`config.mk`:
```
export PLATFORM = sky130hd
export DESIGN_NAME = stopwatch_controller
export DESIGN_NICKNAME = d
export VERILOG_FILES = /design/src/rtl/stopwatch_pkg.sv /design/src/rtl/stopwatch_controller_debounce.sv /design/src/rtl/stopwatch_controller.sv
export SDC_FILE = /design/constraint.sdc
export NUM_CORES = 1
export LEC_CHECK = 0
export ABC_AREA = 1
export CAP_MARGIN = 20
export CELL_PAD_IN_SITES_DETAIL_PLACEMENT = 1
export CELL_PAD_IN_SITES_GLOBAL_PLACEMENT = 1
export CORE_AREA = 3 3 168 170
export DETAILED_ROUTE_END_ITERATION = 10
export DIE_AREA = 0 0 171 173
export PLACE_DENSITY_LB_ADDON = 0.12
export SKIP_LAST_GASP = 1
export SLEW_MARGIN = 20
export SYNTH_ARGS = -nofsm -noshare
export SYNTH_HDL_FRONTEND = slang
export SYNTH_SLANG_ARGS = --single-unit
```
`constraint.sdc`:
```
create_clock -name clk_50mhz -period 2.7 [get_ports clk_50mhz]
set_clock_uncertainty 0.2 [all_clocks]
set_input_delay 0.54 -clock clk_50mhz [delete_from_list [all_inputs] [get_ports clk_50mhz]]
set_output_delay 0.54 -clock clk_50mhz [all_outputs]
set_load 0.1 [all_outputs]
```
`src/rtl/stopwatch_pkg.sv`:
```
// Shared encodings and helpers for the stopwatch controller.
// State codes, BCD types and button event indices.
package stopwatch_pkg;

  typedef enum logic [1:0] {
    ST_IDLE    = 2'b00,
    ST_RUNNING = 2'b01,
    ST_LAP     = 2'b10,
    ST_PAUSED  = 2'b11
  } sw_state_e;

  localparam int BCD_W = 4;

  typedef logic [BCD_W-1:0] bcd_t;

  typedef struct packed {
    bcd_t tens;
    bcd_t ones;
  } bcd2_t;

  localparam int EV_CLEAR = 0;
  localparam int EV_STOP  = 1;
  localparam int EV_START = 2;
  localparam int EV_LAP   = 3;
  localparam int EV_NUM   = 4;

  // Two-digit BCD increment; tens wraps to 0 after max_tens.
  function automatic bcd2_t bcd2_inc(bcd2_t v, bcd_t max_tens);
    bcd2_t r;
    r = v;
    if (v.ones == bcd_t'(9)) begin
      r.ones = '0;
      if (v.tens == max_tens) r.tens = '0;
      else r.tens = v.tens + bcd_t'(1);
    end else begin
      r.ones = v.ones + bcd_t'(1);
    end
    return r;
  endfunction

endpackage

```
`src/rtl/stopwatch_controller_debounce.sv`:
```
// Pushbutton conditioner: 2-flop sync, debounce counter, press pulse.
// Emits a 1-cycle pulse on each accepted release-to-press transition.
module button_debounce
  import stopwatch_pkg::*;
#(
  parameter int DEBOUNCE_CYCLES = 500_000
) (
  input  logic clk,
  input  logic rst_n,
  input  logic btn_n,
  output logic press
);

  localparam int CW = $clog2(DEBOUNCE_CYCLES + 1);

  logic          sync1_q;
  logic          sync2_q;
  logic          level_q;
  logic          level_d;
  logic          prev_q;
  logic [CW-1:0] cnt_q;
  logic [CW-1:0] cnt_d;

  always_comb begin
    level_d = level_q;
    cnt_d   = '0;
    if (sync2_q != level_q) begin
      if (cnt_q == CW'(DEBOUNCE_CYCLES - 1)) level_d = sync2_q;
      else cnt_d = cnt_q + CW'(1);
    end
  end

  always_ff @(posedge clk or negedge rst_n) begin
    if (!rst_n) begin
      sync1_q <= 1'b1;
      sync2_q <= 1'b1;
      level_q <= 1'b1;
      prev_q  <= 1'b1;
      cnt_q   <= '0;
    end else begin
      sync1_q <= btn_n;
      sync2_q <= sync1_q;
      level_q <= level_d;
      prev_q  <= level_q;
      cnt_q   <= cnt_d;
    end
  end

  assign press = prev_q & ~level_q;

endmodule

```
`src/rtl/stopwatch_controller.sv`:
```
// Stopwatch sequencer: button FSM, seconds prescaler and 00-59 BCD count.
// Display registers show the frozen lap value while in LAP.
module stopwatch_controller
  import stopwatch_pkg::*;
#(
  parameter int CLK_HZ          = 50_000_000,
  parameter int TICK_HZ         = 1,
  parameter int DEBOUNCE_CYCLES = 500_000,
  parameter int MAX_TENS        = 5
) (
  input  logic             clk_50mhz,
  input  logic             reset,
  input  logic             start_n,
  input  logic             stop_n,
  input  logic             clear_n,
  input  logic             lap_n,
  output logic             tick,
  output logic [BCD_W-1:0] digit_ones,
  output logic [BCD_W-1:0] digit_tens,
  output logic             running,
  output logic             lap_hold,
  output logic             wrap
);

  localparam int DIV = CLK_HZ / TICK_HZ;
  localparam int PW  = (DIV > 1) ? $clog2(DIV) : 1;

  logic [EV_NUM-1:0] btn_n;
  logic [EV_NUM-1:0] ev;

  assign btn_n[EV_CLEAR] = clear_n;
  assign btn_n[EV_STOP]  = stop_n;
  assign btn_n[EV_START] = start_n;
  assign btn_n[EV_LAP]   = lap_n;

  for (genvar i = 0; i < EV_NUM; i++) begin : g_btn
    button_debounce #(
      .DEBOUNCE_CYCLES(DEBOUNCE_CYCLES)
    ) u_btn (
      .clk  (clk_50mhz),
      .rst_n(reset),
      .btn_n(btn_n[i]),
      .press(ev[i])
    );
  end

  // Only the highest-priority event survives: clear > stop > start > lap.
  logic do_clear;
  logic do_stop;
  logic do_start;
  logic do_lap;

  assign do_clear = ev[EV_CLEAR];
  assign do_stop  = ev[EV_STOP] & ~ev[EV_CLEAR];
  assign do_start = ev[EV_START] & ~ev[EV_STOP] & ~ev[EV_CLEAR];
  assign do_lap   = ev[EV_LAP] & ~ev[EV_START]
                  & ~ev[EV_STOP] & ~ev[EV_CLEAR];

  sw_state_e       state_q, state_d;
  logic [PW-1:0]   presc_q, presc_d;
  bcd2_t           live_q, live_d;
  bcd2_t           lap_q, lap_d;
  bcd2_t           disp_q, disp_d;
  logic            running_q, running_d;
  logic            lap_hold_q, lap_hold_d;
  logic            run_act;

  assign run_act = (state_q == ST_RUNNING) || (state_q == ST_LAP);
  assign tick    = run_act && (presc_q == PW'(DIV - 1));
  assign wrap    = tick && (live_q.ones == bcd_t'(9))
                 && (live_q.tens == bcd_t'(MAX_TENS));

  always_comb begin
    state_d = state_q;
    presc_d = presc_q;
    live_d  = live_q;
    lap_d   = lap_q;

    if (run_act) presc_d = tick ? '0 : presc_q + PW'(1);
    if (tick) live_d = bcd2_inc(live_q, bcd_t'(MAX_TENS));

    unique case (state_q)
      ST_IDLE: begin
        if (do_start) state_d = ST_RUNNING;
      end
      ST_RUNNING: begin
        unique case (1'b1)
          do_clear: state_d = ST_IDLE;
          do_stop:  state_d = ST_PAUSED;
          do_lap: begin
            state_d = ST_LAP;
            lap_d   = live_q;
          end
          default: ;
        endcase
      end
      ST_LAP: begin
        unique case (1'b1)
          do_clear: state_d = ST_IDLE;
          do_stop:  state_d = ST_PAUSED;
          do_lap:   state_d = ST_RUNNING;
          default: ;
        endcase
      end
      ST_PAUSED: begin
        unique case (1'b1)
          do_clear: state_d = ST_IDLE;
          do_start: state_d = ST_RUNNING;
          default: ;
        endcase
      end
      default: state_d = ST_IDLE;
    endcase

    // Clear beats a same-cycle tick: no increment survives into IDLE.
    if (state_d == ST_IDLE) begin
      presc_d = '0;
      live_d  = '0;
    end
  end

  always_comb begin
    running_d  = run_act;
    lap_hold_d = (state_q == ST_LAP);
    disp_d     = (state_q == ST_LAP) ? lap_q : live_q;
  end

  always_ff @(posedge clk_50mhz or negedge reset) begin
    if (!reset) begin
      state_q    <= ST_IDLE;
      presc_q    <= '0;
      live_q     <= '0;
      lap_q      <= '0;
      disp_q     <= '0;
      running_q  <= 1'b0;
      lap_hold_q <= 1'b0;
    end else begin
      state_q    <= state_d;
      presc_q    <= presc_d;
      live_q     <= live_d;
      lap_q      <= lap_d;
      disp_q     <= disp_d;
      running_q  <= running_d;
      lap_hold_q <= lap_hold_d;
    end
  end

  assign digit_ones = disp_q.ones;
  assign digit_tens = disp_q.tens;
  assign running    = running_q;
  assign lap_hold   = lap_hold_q;

endmodule

```
# Word-level counts from Yosys, hierarchy flattened
# Cells that the tools add are included.
# Widths: inputs -> output; s select.
[word_totals] word_cells=105 register_bits=146 output_inout_bits=12 input_bits=6
[op_classes] n_reduce_logical=15 bitwise_logic=17 n_eq_ne=14 muxes=22 addsub=7
[ops] op="$mux 19" count=8
[ops] op="$mux 26" count=3
[ops] op="$add 19x1->19 const B" count=4
[ops] op="$eq 19x19->1 const B" count=4
[ops] op="$add 26x1->26 const B" count=1
[ops] op="$eq 26x26->1 const B" count=1
[ops] op="$mux 8" count=3
[ops] op="$mux 4" count=3
[ops] op="$pmux 2 s3" count=2
[ops] op="$reduce_and 2->1" count=6
[ops] op="$and 1x1->1" count=10
[ops] op="$add 4x1->4 const B" count=2
[ops] op="$pmux 2 s4" count=1
[ops] op="$not 1->1" count=7
[ops] op="$reduce_bool 2->1" count=3
[ops] op="$eq 2x2->1 const B" count=2
[ops] op="$eq 4x3->1 const B" count=1
[ops] op="$eq 4x4->1 const B" count=1
[ops] op="$logic_not 2->1" count=2
[ops] op="$ne 1x1->1" count=4
[ops] op="$pmux 2 s2" count=1
[ops] op="$logic_and 1x1->1" count=3
[ops] op="$eq 2x1->1 const B" count=1
[ops] op="$mux 2" count=1
[ops] op="$logic_or 1x1->1" count=1

# Logic depth before layout (Yosys ltp)
# Gate-level depths: netlist of run 1.
[logic_depth] depth_word=11 depth_mapped=13 ltp_nobuf=11

# By module
# From an unflattened synthesis of run 1, not the netlist that was laid out.
[hier_totals] hier_cells=1107 hier_area_um2=8426.8
[modules_own_cells] mod="button_debounce (g_btn[0].u_btn ...)" cells_per_inst=150 area_each_um2=1221.2 instances=3 seq_area_each_um2=580.6
[modules_own_cells] mod="stopwatch_controller" cells_per_inst=508 area_each_um2=3512.1 instances=1 seq_area_each_um2=1351.3
[modules_own_cells] mod="button_debounce (g_btn[2].u_btn)" cells_per_inst=149 area_each_um2=1251.2 instances=1 seq_area_each_um2=580.6

# Least setup slack after synthesis of run 1
# Ideal clock, no wire load.
[synth_timing] kind="register to output" startpoint="register state_q[1]" endpoint="output port wrap" t_arrival_ps=3454 path_stages_with_launch=8 t_required_ps=1960 path_buffers=1 setup_slack_ps=-1494 cell_sequence="dfrtp_1 > inv_1 > ha_1 > clkbuf_1 > nand2_1 > nor3_1 > nand3_1 > nor3_1"
[synth_between] elab_chain_len=5 elab_cells_between_ends=6 classes_between="eq/ne (2); reduce/logical (4)"
[synth_lines] item="from (decl)" line_no="stopwatch_controller.sv:59" source="sw_state_e state_q, state_d;"
[synth_lines] item="from (signal assigned)" line_no="stopwatch_controller.sv:138" source="state_q <= state_d;"
[synth_lines] item="$eq 2x1->1 or $eq 2x2->1 (tied branches)" line_no="stopwatch_controller.sv:68" source="assign run_act = (state_q == ST_RUNNING) || (state_q == ST_LAP);"
[synth_lines] item="$logic_or 1x1->1 *" line_no="stopwatch_controller.sv:68"
[synth_lines] item="via run_act" line_no="stopwatch_controller.sv:66" source="logic run_act;"
[synth_lines] item="$logic_and 1x1->1 *" line_no="stopwatch_controller.sv:69" source="assign tick = run_act && (presc_q == PW'(DIV - 1));"
[synth_lines] item="$logic_and 1x1->1 *" line_no="stopwatch_controller.sv:70" source="assign wrap = tick && (live_q.ones == bcd_t'(9))"
[synth_lines] item="$logic_and 1x1->1 *" line_no="stopwatch_controller.sv:71" source="&& (live_q.tens == bcd_t'(MAX_TENS));"
[synth_lines] item="to (decl)" line_no="stopwatch_controller.sv:22" source="output logic wrap"
# Mark *: on every way through the listed nets, which the timed path passes. The rest lies on a longest branch.

# Final worst setup path of run 1
[layout_timing] startpoint="register presc_q[16]" endpoint="output port wrap"
[layout_between] elab_chain_len=4
[layout_lines] item="from (decl)" line_no="stopwatch_controller.sv:60" source="logic [PW-1:0] presc_q, presc_d;"
[layout_lines] item="from (signal assigned)" line_no="stopwatch_controller.sv:139" source="presc_q <= presc_d;"
[layout_lines] item="$eq 26x26->1" line_no="stopwatch_controller.sv:69"
[layout_lines] item="$logic_and 1x1->1" line_no="stopwatch_controller.sv:69"
[layout_lines] item="$logic_and 1x1->1" line_no="stopwatch_controller.sv:70"
[layout_lines] item="$logic_and 1x1->1" line_no="stopwatch_controller.sv:71"
# Every way passes these cells.

==> results.yml, run 1 <==
sta:
  period_minus_slack_ps: 2700
  slew_headroom: 0.655
  max_slew.worst_pin.slew_ps: 517
  fin_hold_ws_ps: 157
  max_clock_freq_ghz: 0.370
  fin_ws_ps: -1.76
  period_share: 1.00
  rsz0062_at_grt: "true"
  setup-violations-final: 1
  report.final.hold_viol_count: 0
  drv_slew: 0
worst_setup_path:
  r2r_start: "presc_q[10]"
  critical-path-slowest-cell: "sky130_fd_sc_hd__dfrtp_2"
  cpMostUsedCell: "sky130_fd_sc_hd__nand3_2"
  criticalPathCategory: "flop to output port"
  startpoint: "presc_q[16]"
  timing.critical_path.from_type: "flop"
  crit_path_end_kind: "output port"
  timing.critical_path.required_ps: 1960
  biggest_cell_delay_along_the_critical_path_ps: 430
  path_max_fanout: 3
  critPathArrivalTime_ps: 1960
  crit_path_cells: "nor2_4 -> nand3_2 -> nor4_4 -> nand3_2 -> nor3_4 -> buf_12"
run_status:
  failed_checks: "negative setup slack"
  status: "finished with violations"
route:
  avgViaCountPerCell: 4.82
  initialDrtViolationCount: 276
  routed_wire_length_per_instance_um: 15.2
  postRouteWirelength_mm: 22.6
  vias: 7189
  number_of_design_rule_violations_left_after_detail_routing: 0
  drtPass1Iterations: 4
  ant_nets: 0
synth:
  synth.lib_cells_used.distinct: 45
  synth_warnings: 0
  number_of_flops_mapped_to_enable_cells_by_yosys: 0
  synth_seq_area_share: 0.432
  syn_area_per_cell_um2: 7.81
  synth_cells: 1090
  yosys_register_bits: 146
  async_flop_share: 1.00
  syn-cell-area_um2: 8510
  syn_nets: 1109
  synth_ff_type: "sky130_fd_sc_hd__dfrtp_1"
die:
  placeableCoreArea_um2: 26900
  placementRows: 60
  die_width_um: 171
  die_height_um: 173
  initial_utilization: 0.317
  die_outline_area_um2: 29600
  top_level_ports: 18
clocking:
  cts_inserted_buffers: 17
  ctsHtreeMaxLevel: 4
  clkLatencyLatePin_ps: 430
  cts.sinks: 146
  tritoncts: "built"
  clockRootBuffer: "sky130_fd_sc_hd__clkbuf_16"
  cts.reportedPaths.clkPinSlew_ps: 70
  cts_buffer_depth: 2
power:
  total_power_uw: 4770
  power.density_nw_per_um2: 479
  power.static_leakage_uw: 0.00431
  ir_worst_vdd_uv: 366
min_path:
  hold_path_startpoint: "g_btn[3].u_btn.sync1_q"
  hold_path.class: "flop to flop"
final_layout:
  fill_cells: 3256
  stdcell_area_um2: 9960
  layout_cell_share_with_drive_strength_beyond_1: 0.182
  n_antenna_cell: 0
  syn_to_final_growth_pct: 17.0
  fin_nets: 1158
place:
  placed_area_um2: 9200
  port_buffers: 17
  hpwl_mm: 16.4
  routabilityCongestion: 0.768
global_route:
  grt_antenna_before_repair: 0
  via_count_of_the_first_global_routing_pass: 7716
  grt_max_degree: 48
  grt.total_usage: 0.161
  grt_first_pass_wirelength_mm: 38.8
  aggregate_global_routing_overflow: 0
job:
  max_cap_viol_count: 0
worst paths after layout:
path	to	slack [ps]	cells after the start
setup / recovery	wrap	-2	6
hold / removal	g_btn[3].u_btn.sync2_q	160	0
setup reg to reg	live_q[6]	350	16
hold reg to reg	g_btn[3].u_btn.sync2_q	160	0
max in group asynchronous	g_btn[3].u_btn.cnt_q[13]	1140	3
min in group asynchronous	g_btn[1].u_btn.cnt_q[11]	420	2
per-layer routing:
| metal | share of wire | global-route usage |
|---|---|---|
| met5 | 0 | 0 |
| met3 | 0.022 | 0.0309 |
| met2 | 0.47 | 0.267 |
| met1 | 0.49 | 0.216 |
| met4 | 0.013 | 0.0419 |
synth_stat cells (7+ instances only):
library cell	n	area, µm²
sky130_fd_sc_hd__nor3_2	7	70.1
sky130_fd_sc_hd__nand3_1	88	440
sky130_fd_sc_hd__nand2_1	219	822
sky130_fd_sc_hd__nor2_1	178	668
sky130_fd_sc_hd__ha_1	13	163
sky130_fd_sc_hd__nand4_1	42	263
sky130_fd_sc_hd__nand2_2	7	43.8
sky130_fd_sc_hd__dfstp_2	16	420
sky130_fd_sc_hd__nor3_1	38	190
sky130_fd_sc_hd__inv_1	127	477
sky130_fd_sc_hd__nor2_2	12	75.1
sky130_fd_sc_hd__clkbuf_1	7	26.3
sky130_fd_sc_hd__o21ai_0	14	70.1
sky130_fd_sc_hd__a21oi_1	31	155
sky130_fd_sc_hd__dfrtp_1	130	3250
sky130_fd_sc_hd__buf_2	10	50.1
sky130_fd_sc_hd__inv_2	11	41.3
sky130_fd_sc_hd__xnor2_1	9	78.8
sky130_fd_sc_hd__xor2_1	39	342
sky130_fd_sc_hd__nand3_2	29	290
registers in the layout, indices dropped and copies added, names as in the netlist:
signal	flops
g_btn.u_btn.cnt_q	76
presc_q	26
lap_q	8
live_q	8
digit_ones	4
digit_tens	4
g_btn.u_btn.level_q	4
g_btn.u_btn.prev_q	4
g_btn.u_btn.sync1_q	4
g_btn.u_btn.sync2_q	4
state_q	2
lap_hold	1
running	1
stage by stage:
step,setup slack [ps],cells,utilization,setup TNS (ps)
floorplan,-40.6,1090,-,-40.6
global placement,270,1444,0.342,0
detailed placement,239,1444,0.342,0
CTS,-46.0,1490,0.370,-70.3
global route,-125,1492,0.371,-218
finish,-1.76,1492,0.371,-1.76
layout make-up:
cell class,count,area [µm²],share of cell area
sequential,146,3680,0.370
timing repair buffer,52,473,0.0475
tap,341,427,0.0428
clock buffer,18,429,0.0431
clock inverter,13,155,0.0156
inverter,139,524,0.0526
multi-input combinational,783,4270,0.429
worst max-delay path: cells and delay by family, from the launching register on:
family | cells | cell delay, ps
simple gates | 5 | 910
flops | 1 | 430
buf+inv | 1 | 200
placed cells by master (no fill, tap or decap), drive strengths merged:
cell type,count
nand2,232
nor2,197
inv,142
dfrtp,130
nand3,119
buf,47
nor3,46
nand4,43
xor2,39
a21oi,31
o21ai,20
clkbuf,18
dfstp,16
ha,13
xnor2,9
or2,5
clkinvlp,5
a31o,4
clkdlybuf4s50,4
nor4,4
nor3b,4
o21bai,3
a211oi,3
o21a,3
clkinv,3
nand3b,2
a31oi,2
mux2,2
bufinv,2
and3,1
a21o,1
dlygate4sd3,1
power breakdown:
group / internal [µW] / switching [µW] / leakage, µW
Combinational: 37.5 / 90.0 / 0.00207
Clock: 1380 / 1040 / 0.000269
Sequential: 2210 / 19.7 / 0.00196
cell families after synthesis:
family | count (synthesis) | share of synthesized area
xor+xnor | 48 | 0.0494
mux | 2 | 0.00265
flops | 146 | 0.432
compound gates | 67 | 0.0448
simple gates | 653 | 0.375
fa+ha+maj | 13 | 0.0191
buf+inv | 161 | 0.0773
what timing repair did:
item | in CTS | in global routing
setup endpoints to repair | 2 | 2
buffers inserted | 14 | 2
hold buffers | 1 | 0
pin swaps | 4 | 2
gates resized for setup | 12 | 4
hold endpoints to repair | 38 | 0
(Power assumes the default switching activity.)
==> run 2, diff against run 1 <==
- CORE_AREA: 3 3 168 170 -> 2 2 137 205
- DIE_AREA: 0 0 171 173 -> 0 0 139 207
- PLACE_DENSITY: default -> 0.64
- PLACE_DENSITY_LB_ADDON: 0.12 -> default
==> run 2 against run 1 <==
The flow now finishes without violations; sequential power about the same; final cell count fell by 0.27%; non-clock buffer count down 6; via count rose by 0.85%; cell area is essentially flat; total power rose by 0.31%; global-route usage up 0.63 points; clock power hardly changed; clock-buffer cell count grew 1; register-to-register slack better by 110 ps; die area down 2.7%; critical endpoint unchanged; largest power group unchanged; highest routed layer unchanged.
==> results.yml, run 2 (synthesis gave the netlist of run 1 again) <==
place:
  routabilityCongestion: 0.860
  detailedPlace.worstSlack_ps: 256
  placed_area_um2: 9200
  hpwl_mm: 17.1
  port_buffers: 17
worst_setup_path:
  crit_path_end_kind: "output port"
  cp_num_buf_inv: 2
  cpLargestDelayFamily: "simple AND/OR/NAND/NOR gates"
  critPathArrivalTime_ps: 1940
  critical-path-slowest-cell: "sky130_fd_sc_hd__dfrtp_2"
  crit_path_cells: "inv_2 -> nor2_4 -> nand3_2 -> nor4_4 -> nand3_2 -> nor3_4 -> buf_12"
  cpMostUsedCell: "sky130_fd_sc_hd__nand3_2"
  criticalPathCategory: "flop to output port"
  timing.critical_path.from_type: "flop"
  biggest_cell_delay_along_the_critical_path_ps: 370
  path_max_fanout: 3
  timing.critical_path.required_ps: 1960
final_layout:
  most_frequent_cells_in_the_layout: "sky130_fd_sc_hd__nand2_1 (218), sky130_fd_sc_hd__nor2_1 (175), sky130_fd_sc_hd__inv_1 (122), sky130_fd_sc_hd__dfrtp_1 (122), sky130_fd_sc_hd__nand3_1 (85)"
  seq_area_um2: 3680
  registers_with_the_most_flip_flops: "g_btn.u_btn.cnt_q (76), presc_q (26)"
  largest_register_ffs: 76
  fill_cells: 3317
  layout_cell_share_with_drive_strength_beyond_1: 0.183
  n_antenna_cell: 0
  stdcell_area_um2: 9950
  most_common_cell_after_layout_fill_and_taps_aside: "sky130_fd_sc_hd__nand2_1"
  top_register: "g_btn.u_btn.cnt_q"
  syn_to_final_growth_pct: 16.9
  multi_input_area_um2: 4270
  fin_nets: 1152
route:
  avgViaCountPerCell: 4.87
  number_of_design_rule_violations_left_after_detail_routing: 0
  drtPass1Iterations: 4
  vias: 7250
  initialDrtViolationCount: 232
  ant_nets: 0
  routed_wire_length_per_instance_um: 15.3
  postRouteWirelength_mm: 22.8
clocking:
  cts_inserted_buffers: 17
  ctsHtreeMaxLevel: 4
  tritoncts: "built"
  clockRootBuffer: "sky130_fd_sc_hd__clkbuf_16"
  cts.reportedPaths.clkPinSlew_ps: 60
  cts.sinks: 146
  clkLatencyLatePin_ps: 440
  cts_buffer_depth: 2
die:
  die_height_um: 207
  die_outline_area_um2: 28800
  placementRows: 74
  initial_utilization: 0.315
  top_level_ports: 18
  die_width_um: 139
  placeableCoreArea_um2: 27000
sta:
  setup_tns_ps: 0
  period_minus_slack_ps: 2680
  setup-violations-final: 0
  max_clock_freq_ghz: 0.374
  drv_slew: 0
  max_slew.worst_pin.slew_ps: 470
  period_share: 0.991
  fin_hold_ws_ps: 157
  fin_ws_ps: 23.4
  slew_headroom: 0.686
  rsz0062_at_grt: "true"
  report.final.hold_viol_count: 0
global_route:
  via_count_of_the_first_global_routing_pass: 7922
  grt_max_degree: 45
  grt_first_pass_wirelength_mm: 39.0
  aggregate_global_routing_overflow: 0
  grt_antenna_before_repair: 0
  grt.total_usage: 0.167
power:
  power.density_nw_per_um2: 481
  power.static_leakage_uw: 0.00430
  total_power_uw: 4790
  ir_worst_vdd_uv: 411
job:
  max_cap_viol_count: 0
min_path:
  hold_path.class: "flop to flop"
run_status:
  status: "finished clean"
[run 2: timing repair]
action | in CTS | in global routing
pin swaps | 4 | 0
buffers inserted | 11 | 1
hold buffers | 1 | 0
gates resized for setup | 15 | 5
endpoints found under the setup margin | 2 | 2
hold endpoints to repair | 31 | 0
[run 2: worst paths after layout]
kind	start	endpoint	slack, ps	depth (start not counted)
worst max-delay path	presc_q[17]	wrap	20	7
worst min-delay path	g_btn[3].u_btn.sync1_q	g_btn[3].u_btn.sync2_q	160	0
worst max register to register	state_q[0]	presc_q[19]	460	13
worst min register to register	g_btn[3].u_btn.sync1_q	g_btn[3].u_btn.sync2_q	160	0
max in group asynchronous	reset	presc_q[18]	1280	3
min in group asynchronous	reset	g_btn[1].u_btn.cnt_q[10]	400	2
[run 2: cell type report]
cell class | count | area share
clock buffers | 19 | 0.0455
clock inverters | 13 | 0.0150
repair buffers | 46 | 0.0443
well taps | 342 | 0.0430
flip-flops and latches | 146 | 0.370
inverters | 139 | 0.0527
multi-input cells | 783 | 0.429
[run 2: power by group]
group	total (µW)	switching, µW	leakage (µW)	internal [µW]
logic	129	89.9	0.00205	38.8
registers	2230	19.6	0.00196	2210
clock network	2430	1000	0.000287	1420
total	4790	1110	0.00430	3680
[run 2: routing by layer]
metal / GRT usage / part of all wire / up-vias
met1: 0.176 / 0.39 / 3553
met3: 0.0277 / 0.016 / 42
met2: 0.325 / 0.57 / 62
met4: 0.0686 / 0.027 / 0
li1: - / - / 3593
met5: 0 / 0 / -
[run 2: through the flow]
stage	utilization	cells
2_1_floorplan	-	1090
3_3_place_gp	0.340	1443
3_5_place_dp	0.340	1443
4_1_cts	0.367	1487
5_1_grt	0.368	1488
6_report	0.368	1488
==> run 3, diff against run 2 <==
- CORE_AREA: 2 2 137 205 -> 2 2 136 204
- DIE_AREA: 0 0 139 207 -> 0 0 138 206
- PLACE_DENSITY: 0.64 -> 0.65
- SYNTH_HIERARCHICAL: default -> 1
==> run 3 against run 2 <==
Utilization down 0.11 points; largest cell class unchanged; critical endpoint unchanged; highest routed layer unchanged; largest power group unchanged; non-clock buffer count up 1; global-route usage decreased by 0.33 points.
==> results.yml, run 3 <==
run_status:
  status: "finished clean"
clocking:
  ctsHtreeMaxLevel: 4
  clockRootBuffer: "sky130_fd_sc_hd__clkbuf_16"
  cts.sinks: 146
  cts_buffer_depth: 2
  clkLatencyLatePin_ps: 430
  tritoncts: "built"
  cts_inserted_buffers: 17
  cts.reportedPaths.clkPinSlew_ps: 60
place:
  detailedPlace.worstSlack_ps: 191
  hpwl_mm: 16.5
  placed_area_um2: 9080
  port_buffers: 17
  routabilityCongestion: 0.834
  dp_cells: 1464
final_layout:
  most_frequent_cells_in_the_layout: "sky130_fd_sc_hd__nand2_1 (250), sky130_fd_sc_hd__nor2_1 (200), sky130_fd_sc_hd__dfrtp_1 (129), sky130_fd_sc_hd__inv_1 (123), sky130_fd_sc_hd__nand3_1 (120)"
  fin_nets: 1177
  largest_register_ffs: 76
  top_register: "g_btn.u_btn/cnt_q"
  stdcell_area_um2: 9850
  stdcell_count: 1513
  seq_area_um2: 3670
  registers_with_the_most_flip_flops: "g_btn.u_btn/cnt_q (76), presc_q (26)"
  multi_input_area_um2: 4220
  fill_cells: 3325
  syn_to_final_growth_pct: 16.9
  most_common_cell_after_layout_fill_and_taps_aside: "sky130_fd_sc_hd__nand2_1"
  layout_cell_share_with_drive_strength_beyond_1: 0.164
  n_antenna_cell: 0
synth:
  synth_cells: 1107
  synth_top_cell_by_area: "sky130_fd_sc_hd__dfrtp_1"
  syn_area_per_cell_um2: 7.61
  synthDominantCellAreaShare: 0.386
  async_flop_share: 1.00
  synth_seq_area_share: 0.436
  number_of_flops_mapped_to_enable_cells_by_yosys: 0
  synth.lib_cells_used.distinct: 40
  yosys-top-cells-count: "sky130_fd_sc_hd__nand2_1 (250), sky130_fd_sc_hd__nor2_1 (201), sky130_fd_sc_hd__dfrtp_1 (130)"
  syn_nets: 1126
  synth_warnings: 6
  synthTopCellsByArea: "sky130_fd_sc_hd__dfrtp_1 (39%), sky130_fd_sc_hd__nand2_1 (11%), sky130_fd_sc_hd__nor2_1 (9.0%)"
  syn-cell-area_um2: 8430
  yosys_register_bits: 146
  synth_ff_type: "sky130_fd_sc_hd__dfrtp_1"
  post-synth-top-count-cell: "sky130_fd_sc_hd__nand2_1"
sta:
  max_slew.worst_pin.slew_ps: 534
  slew_headroom: 0.643
  period_minus_slack_ps: 2700
  setup-violations-final: 0
  rsz0062_at_grt: "true"
  max_clock_freq_ghz: 0.371
  drv_slew: 0
  fin_ws_ps: 1.75
  setup_tns_ps: 0
  report.final.hold_viol_count: 0
  period_share: 0.999
worst_setup_path:
  crit_end: "wrap"
  critPathArrivalTime_ps: 1960
  crit_path_end_kind: "output port"
  reg2reg_depth: 12
  crit-reg2reg-capture: "live_q[3]"
  path_max_fanout: 3
  r2r_start: "state_q[1]"
  timing.critical_path.from_type: "flop"
  criticalPathCategory: "flop to output port"
  regToRegSetupSlack_ps: 290
  startpoint: "state_q[1]"
  timing.critical_path.required_ps: 1960
die:
  top_level_ports: 18
  die_width_um: 138
  die_outline_area_um2: 28400
  placeableCoreArea_um2: 26900
  initial_utilization: 0.314
  die_height_um: 206
  placementRows: 74
power:
  power.density_nw_per_um2: 482
  power.static_leakage_uw: 0.00441
  ir_worst_vdd_uv: 315
route:
  initialDrtViolationCount: 207
  routed_wire_length_per_instance_um: 14.6
  vias: 7107
  number_of_design_rule_violations_left_after_detail_routing: 0
  drtPass1Iterations: 4
  ant_nets: 0
  avgViaCountPerCell: 4.70
  postRouteWirelength_mm: 22.0
global_route:
  grt_antenna_before_repair: 0
  grt.total_usage: 0.164
  via_count_of_the_first_global_routing_pass: 7722
  aggregate_global_routing_overflow: 0
  grt_first_pass_wirelength_mm: 37.8
  grt_max_degree: 49
min_path:
  hold_path.class: "flop to flop"
job:
  max_cap_viol_count: 0
==> run 3: changes by cell type after synthesis, moves of 6 or more <==
| cell | change |
|---|---|
| sky130_fd_sc_hd__nand2_2 | +12 |
| sky130_fd_sc_hd__nor2_1 | +23 |
| sky130_fd_sc_hd__a21oi_1 | -12 |
| sky130_fd_sc_hd__nor2_2 | +8 |
| sky130_fd_sc_hd__nand4_1 | -27 |
| sky130_fd_sc_hd__nor3_2 | -6 |
| sky130_fd_sc_hd__nor2_4 | +8 |
| sky130_fd_sc_hd__nor3_1 | -28 |
| sky130_fd_sc_hd__o21ai_1 | +10 |
| sky130_fd_sc_hd__nand3_1 | +33 |
| sky130_fd_sc_hd__nand3_2 | -22 |
| sky130_fd_sc_hd__xor2_1 | -6 |
| sky130_fd_sc_hd__nand2_1 | +31 |
| sky130_fd_sc_hd__o21ai_0 | +9 |
==> run 3: worst min-delay path by stage <==
stage / start / to / slack (ps) / depth (start not counted)
2_1_floorplan: reset / digit_ones[0] / 40 / 0
3_3_place_gp: g_btn[0].u_btn/sync1_q / g_btn[0].u_btn/sync2_q / 150 / 0
3_5_place_dp: g_btn[0].u_btn/sync1_q / g_btn[0].u_btn/sync2_q / 150 / 0
4_1_cts: g_btn[0].u_btn/sync1_q / g_btn[0].u_btn/sync2_q / 160 / 0
5_1_grt: g_btn[0].u_btn/sync1_q / g_btn[0].u_btn/sync2_q / 160 / 0
6_report: g_btn[0].u_btn/sync1_q / g_btn[0].u_btn/sync2_q / 160 / 0
==> run 3: routing by layer <==
| layer | GRT usage | share of wire | vias to the layer above |
|---|---|---|---|
| met4 | 0.0576 | 0.018 | 0 |
| met3 | 0.0248 | 0.014 | 20 |
| met1 | 0.168 | 0.39 | 3482 |
| li1 | - | - | 3567 |
| met5 | 0 | 0 | - |
| met2 | 0.334 | 0.58 | 38 |
==> run 3: cell type report <==
cell class / count / area share
multi-input cells: 809 / 0.428
flip-flops and latches: 146 / 0.373
inverters: 137 / 0.0524
clock buffers: 21 / 0.0477
well taps: 342 / 0.0434
repair buffers: 47 / 0.0425
clock inverters: 11 / 0.0132
==> run 3: power breakdown <==
group          switching (µW)  total [µW]  internal, µW
Combinational            89.3         123          33.7
Sequential               14.5        2230          2210
Clock                     964        2400          1440
==> run 3: cell families after synthesis <==
kind of cell / after synthesis / synth area share
compound gates: 67 / 0.0426
xor+xnor: 50 / 0.0555
fa+ha+maj: 13 / 0.0193
buf+inv: 152 / 0.0698
flops: 146 / 0.436
simple gates: 679 / 0.377
==> run 3: timing repair <==
item | CTS | global route
endpoints found under the setup margin | 2 | 2
resized for setup | 4 | 5
hold buffers | 1 | 0
hold endpoints to repair | 36 | 0
buffers inserted | 9 | 7
pin swaps | 3 | 5
==> run 3: stage by stage <==
stage	utilization	hold WS, ps	power, µW
global placement	0.338	148	2390
floorplan	-	44.4	2310
global route	0.367	163	4940
detailed placement	0.338	148	2400
finish	0.367	156	4750
CTS	0.364	157	4840
==> run 3: critical path: stages, from the launching register on <==
cell and delay (ps):
sky130_fd_sc_hd__dfrtp_1 350, sky130_fd_sc_hd__inv_1 100, sky130_fd_sc_hd__ha_4 290, sky130_fd_sc_hd__nand3_2 70
sky130_fd_sc_hd__nor3_2 180, sky130_fd_sc_hd__and2_4 180, sky130_fd_sc_hd__and3_4 190, sky130_fd_sc_hd__buf_12 170
==> variant 1: new RTL, settings of run 1 <==
`DEBOUNCE_CYCLES` is set to 500_000 in 2 places; all go to 1_000_000.
--- a/src/rtl/stopwatch_controller_debounce.sv
+++ b/src/rtl/stopwatch_controller_debounce.sv
@@ -4,5 +4,5 @@
   import stopwatch_pkg::*;
 #(
-  parameter int DEBOUNCE_CYCLES = 500_000
+  parameter int DEBOUNCE_CYCLES = 1_000_000
 ) (
   input  logic clk,
--- a/src/rtl/stopwatch_controller.sv
+++ b/src/rtl/stopwatch_controller.sv
@@ -6,5 +6,5 @@
   parameter int CLK_HZ          = 50_000_000,
   parameter int TICK_HZ         = 1,
-  parameter int DEBOUNCE_CYCLES = 500_000,
+  parameter int DEBOUNCE_CYCLES = 1_000_000,
   parameter int MAX_TENS        = 5
 ) (
Formal check against the unedited RTL: same outputs for any inputs over 10 cycles, from zero or initial values and one cycle with reset low; that may be too few to reach the edited logic, so the function may still have changed.
==> variant 1 against run 1 <==
  * Die area unchanged
  * Via count is 4.2% lower
  * Cell count shrank 1.6%
  * Synthesized area shrank 2.7%
  * Routed wire length is 4.1% lower
  * Sequential cell count rose by 4
  * Sequential share of layout area up 2.0 points
  * Total power grew 2.1%
  * Design area decreased by 2.8%
  * Worst setup slack better by 66 ps
==> variant 1: results (changes against run 1) <==
Outcome
Outcome: completed (was finished, violations left).

Layout
Largest registers: g_btn.u_btn.cnt_q x80, presc_q x26 (was g_btn.u_btn.cnt_q x76, presc_q x26). The number of nets in the layout came to 1133 (was 1158).

Global routing
The pin count of the biggest net entering global routing is 63 (was 48). The global-route wire length before repair is 37910 µm (was 38820 µm). The total global-route track usage is 15.56% (was 16.12%).

Power and ir drop
The static leakage is 4.410 nW (was 4.306 nW).

Detailed routing
The via density per instance is 4.693 (was 4.818). The count of routing violations after the opening detailed-route iteration is 269 (was 276). The post-detailed-route wirelength per cell is 14.77 µm (was 15.16 µm). The detailed-router iteration count before antenna repair is 4 (unchanged).

Placement
The setup slack after placement was 223.5 ps (was 238.8 ps). The half-perimeter wire length after placement is 15130 µm (was 16380 µm).

Critical path
The maximum fanout encountered on the critical timing path was 4 (was 3). The highest-delay cell along the critical path is dfrtp_1 (was dfrtp_2). The highest cell delay on the worst timing path is 400 ps (was 430 ps). The dominant delay contributor by cell family on the critical path is simple AND/OR/NAND/NOR gates (unchanged). The launch point of the worst path was presc_q[1] (was presc_q[16]).

The worst flop-to-flop path startpoint is state_q[0] (was presc_q[10]). The length in cells of the worst reg-to-reg path is 12 (was 16). The setup slack on the worst flop-to-flop path was 380 ps (was 350 ps).

The data arrival time of the worst path is 1900 ps (was 1960 ps).

Logic synthesis
Commonest cells post-synth: nand2_1, nor2_1, dfrtp_1 (unchanged). The sequential-to-total area share from yosys stat came to 45.54% (was 43.15%). The number of distinct library cells after synthesis was 44 (was 45).

Clocking
The number of resized instances in the post-cts repair step is 11 (was 12). The buffers inserted during post-CTS setup optimization is 17 (was 14).

STA
The relative slew slack is 56.91% (was 65.54%). The setup slack of the critical path after layout is 64.53 ps (was -1.763 ps).
==> variant 1: changes by cell type after synthesis, sizes merged, moves of 4 or more <==
cell,before,now
a21oi,31,22
nor3b,4,9
nand4,43,21
o21ai,20,31
nor3,46,39
nor2,197,181
nand2,232,240
dfrtp,130,134
xnor2,9,17
nor4,4,9
inv,138,133
==> variant 1: layout make-up <==
| type | count | area, µm² |
|---|---|---|
| clock buffer | 17 | 425.4 |
| sequential | 150 | 3776 |
| clock inverter | 15 | 160.2 |
| multi-input combinational | 758 | 3923 |
| timing repair buffer | 52 | 456.7 |
| fill | 3241 | 17200 |
| tap | 341 | 426.7 |
| inverter | 135 | 511.7 |
==> variant 1: layer usage <==
metal / wire length, µm / global-route usage [%] / up-vias
li1: - / - / 3482
met2: 10510 / 26.19 / 30
met4: 203 / 3.521 / 0
met5: 0 / 0 / -
met3: 317 / 2.629 / 13
met1: 10660 / 20.95 / 3364
==> variant 1: logic make-up after synthesis <==
kind of cell | share of synthesized area (%)
AO/OA/AOI/OAI | 4.031
XOR/XNOR | 6.236
adder cells (fa/ha/maj) | 1.963
buffers and inverters | 8.108
flip-flops | 45.54
multiplexers | 0.1359
AND/OR/NAND/NOR | 33.99
==> variant 1: how the worst min path moves through the flow <==
stage          slack [ps]                   start  depth (start not counted)                     end
3_3_place_gp          150  g_btn[1].u_btn.sync1_q                          0  g_btn[1].u_btn.sync2_q
5_1_grt               160  g_btn[1].u_btn.sync1_q                          0  g_btn[1].u_btn.sync2_q
2_1_floorplan          40                   reset                          0           digit_ones[0]
6_report              160  g_btn[1].u_btn.sync1_q                          0  g_btn[1].u_btn.sync2_q
4_1_cts               160  g_btn[2].u_btn.sync1_q                          0  g_btn[2].u_btn.sync2_q
3_5_place_dp          150  g_btn[2].u_btn.sync1_q                          0  g_btn[2].u_btn.sync2_q
==> variant 1: power groups by stage <==
stage | combinational [mW] | clock, mW | sequential (mW)
detailed placement | 0.131 | 0 | 2.33
global route | 0.147 | 2.62 | 2.29
CTS | 0.133 | 2.54 | 2.29
floorplan | 0.0472 | 0 | 2.33
finish | 0.126 | 2.46 | 2.29
global placement | 0.130 | 0 | 2.33
==> variant 1: per-stage QoR <==
stage | total power, mW | std cells | instance area, µm² | util (%)
2_1_floorplan | 2.373 | 1063 | 8302 | -
3_3_place_gp | 2.458 | 1414 | 8857 | 32.96
3_5_place_dp | 2.460 | 1414 | 8857 | 32.96
4_1_cts | 4.962 | 1464 | 9629 | 35.83
5_1_grt | 5.058 | 1468 | 9679 | 36.01
6_report | 4.873 | 1468 | 9679 | 36.01
==> variant 1: worst reg2reg max path, delay by kind of cell, from the launching register on <==
kind	cells	cell delay, ps
AND/OR/NAND/NOR	6	700
buffers and inverters	4	630
flip-flops	1	370
adder cells (fa/ha/maj)	1	260
AO/OA/AOI/OAI	1	60
==> variant 2: new RTL, settings of run 1 <==
Made on the original files. Make the reset (`reset` and `rst_n`) synchronous in 2 clocked blocks.
--- a/src/rtl/stopwatch_controller_debounce.sv
+++ b/src/rtl/stopwatch_controller_debounce.sv
@@ -31,5 +31,5 @@
   end
 
-  always_ff @(posedge clk or negedge rst_n) begin
+  always_ff @(posedge clk) begin
     if (!rst_n) begin
       sync1_q <= 1'b1;
--- a/src/rtl/stopwatch_controller.sv
+++ b/src/rtl/stopwatch_controller.sv
@@ -126,5 +126,5 @@
   end
 
-  always_ff @(posedge clk_50mhz or negedge reset) begin
+  always_ff @(posedge clk_50mhz) begin
     if (!reset) begin
       state_q    <= ST_IDLE;
Check against the original RTL: no difference found for any inputs over 10 cycles, from zero or initial values and one cycle with reset low; that may be too few to reach the edited logic, so the function may still have changed.
==> variant 2 against run 1 <==
  * The run still ends with negative setup slack left
  * Core utilization is 4.7 points lower
  * Routed wire length is 14% lower
  * Design area is 13% lower
  * Fmax is 3.9% lower
  * Synthesized area is 13% lower
  * Register-to-register slack better by 110 ps
  * Highest routed layer unchanged
  * Sequential cell count stayed put
  * Worst setup slack worse by 110 ps
  * Critical path depth is 3 higher
Power is not compared: it rests on default switching activity, and its combinational part moved more than twofold at a synthesized area within 25%.
==> variant 2: results (changes against run 1) <==
Global routing
The via count of the first global-routing pass was 6676 (was 7716). The global-route wire length before repair is 33180 µm (was 38820 µm). The pin count of the biggest net entering global routing was 26 (was 48).

The global-route met3 utilization is 2.538% (was 3.086%).

Critical path
The critical register-to-register path endpoint is g_btn[3].u_btn.cnt_q[14] (was live_q[6]). The maximum fanout encountered on the critical timing path was 2 (was 3). The worst flop-to-flop path startpoint is g_btn[3].u_btn.cnt_q[0] (was presc_q[10]). The highest cell delay on the worst timing path was 350 ps (was 430 ps). The setup slack on the worst flop-to-flop path is 460 ps (was 350 ps). The length in cells of the worst reg-to-reg path was 10 (was 16). The highest-delay cell along the critical path is dfxtp_2 (was dfrtp_2).

Logic synthesis
The fraction of registers with async set or reset after synthesis came to 0% (was 100.0%). The flip-flop cell with the highest count after synthesis is dfxtp_1 (was dfrtp_1). The number of distinct library cells after synthesis is 40 (was 45).

Layout
The fraction of layout cells with a size suffix above 1 is 13.47% (was 18.25%). The number of nets in the layout was 1123 (was 1158).

STA
The final hold slack is 212.4 ps (was 156.8 ps). The count of endpoints failing setup in the final report is 1 (unchanged). The setup slack of the critical path after layout came to -112.1 ps (was -1.763 ps). The actual transition at the worst max-transition pin is 538.3 ps (was 517.0 ps).

Placement
The weighted congestion at the end of routability-driven global placement is 0.7537 (was 0.7681). The half-perimeter wire length after placement was 14230 µm (was 16380 µm). The setup slack after placement is 154.7 ps (was 238.8 ps).

Detailed routing
The post-detailed-route wirelength per cell is 13.24 µm (was 15.16 µm).

Outcome
Failing checks: negative setup slack (unchanged). Outcome: finished, violations left (unchanged).
==> variant 2: cell types whose count changed in the layout (fill, tap and decap cells not counted), moves of 23 or more <==
cell     delta
nand3_2    -23
dfrtp_1   -124
nor2_1     -46
a21oi_1    +41
dfxtp_1   +144
==> variant 2: area by class of cell <==
| cell class | instances | share of cell area, % |
|---|---|---|
| tap | 341 | 4.906 |
| timing repair buffer | 41 | 4.014 |
| inverter | 144 | 6.272 |
| sequential | 146 | 33.66 |
| clock buffer | 18 | 5.050 |
| clock inverter | 14 | 1.683 |
| multi-input combinational | 758 | 44.41 |
==> variant 2: how the worst max path moves through the flow <==
| stage | startpoint | end | slack [ps] | cells past startpoint |
|---|---|---|---|---|
| after floorplan | state_q[1] | wrap | -790 | 9 |
| after global placement | state_q[1] | wrap | 180 | 9 |
| after detailed placement | state_q[1] | wrap | 150 | 9 |
| after CTS | state_q[1] | wrap | -180 | 9 |
| after global routing | state_q[0] | wrap | -290 | 9 |
| final | state_q[0] | wrap | -110 | 9 |
==> variant 2: cells by family (layout without fill, tap and decap cells) <==
family | count (synthesis) | in the layout | synth area share, %
buffers and inverters | 163 | 217 | 8.888
flip-flops | 146 | 146 | 39.40
XOR/XNOR | 33 | 33 | 3.896
adder cells (fa/ha/maj) | 9 | 9 | 1.518
AND/OR/NAND/NOR | 605 | 605 | 38.59
AO/OA/AOI/OAI | 111 | 111 | 7.708
==> variant 2: where the power goes <==
group	internal [mW]	switching [mW]
combinational	0.0189	0.0276
sequential	2.16	0.00442
clock	1.33	1.06
total	3.51	1.09
==> variant 2: per-layer routing <==
layer	wire, µm	vias to the layer above	share of wire, %
met5	0	-	0
met2	9116	24	47
li1	-	3503	-
met1	9682	3094	50
met3	307	15	1.6
met4	245	0	1.3
==> variant 2: metrics by stage <==
step | setup TNS (ps) | std cells | cell area (µm²)
floorplan | -788.1 | 1067 | 7448
global placement | 0 | 1423 | 8045
finish | -112.1 | 1462 | 8697
global route | -401.2 | 1462 | 8697
CTS | -177.6 | 1459 | 8668
detailed placement | 0 | 1423 | 8045
==> variant 2: what timing repair did <==
action,4_1_cts,5_1_grt
setup endpoints to repair,2,2
buffers inserted,5,3
cloned,0,0
resized for setup,3,2
pin swaps,3,0
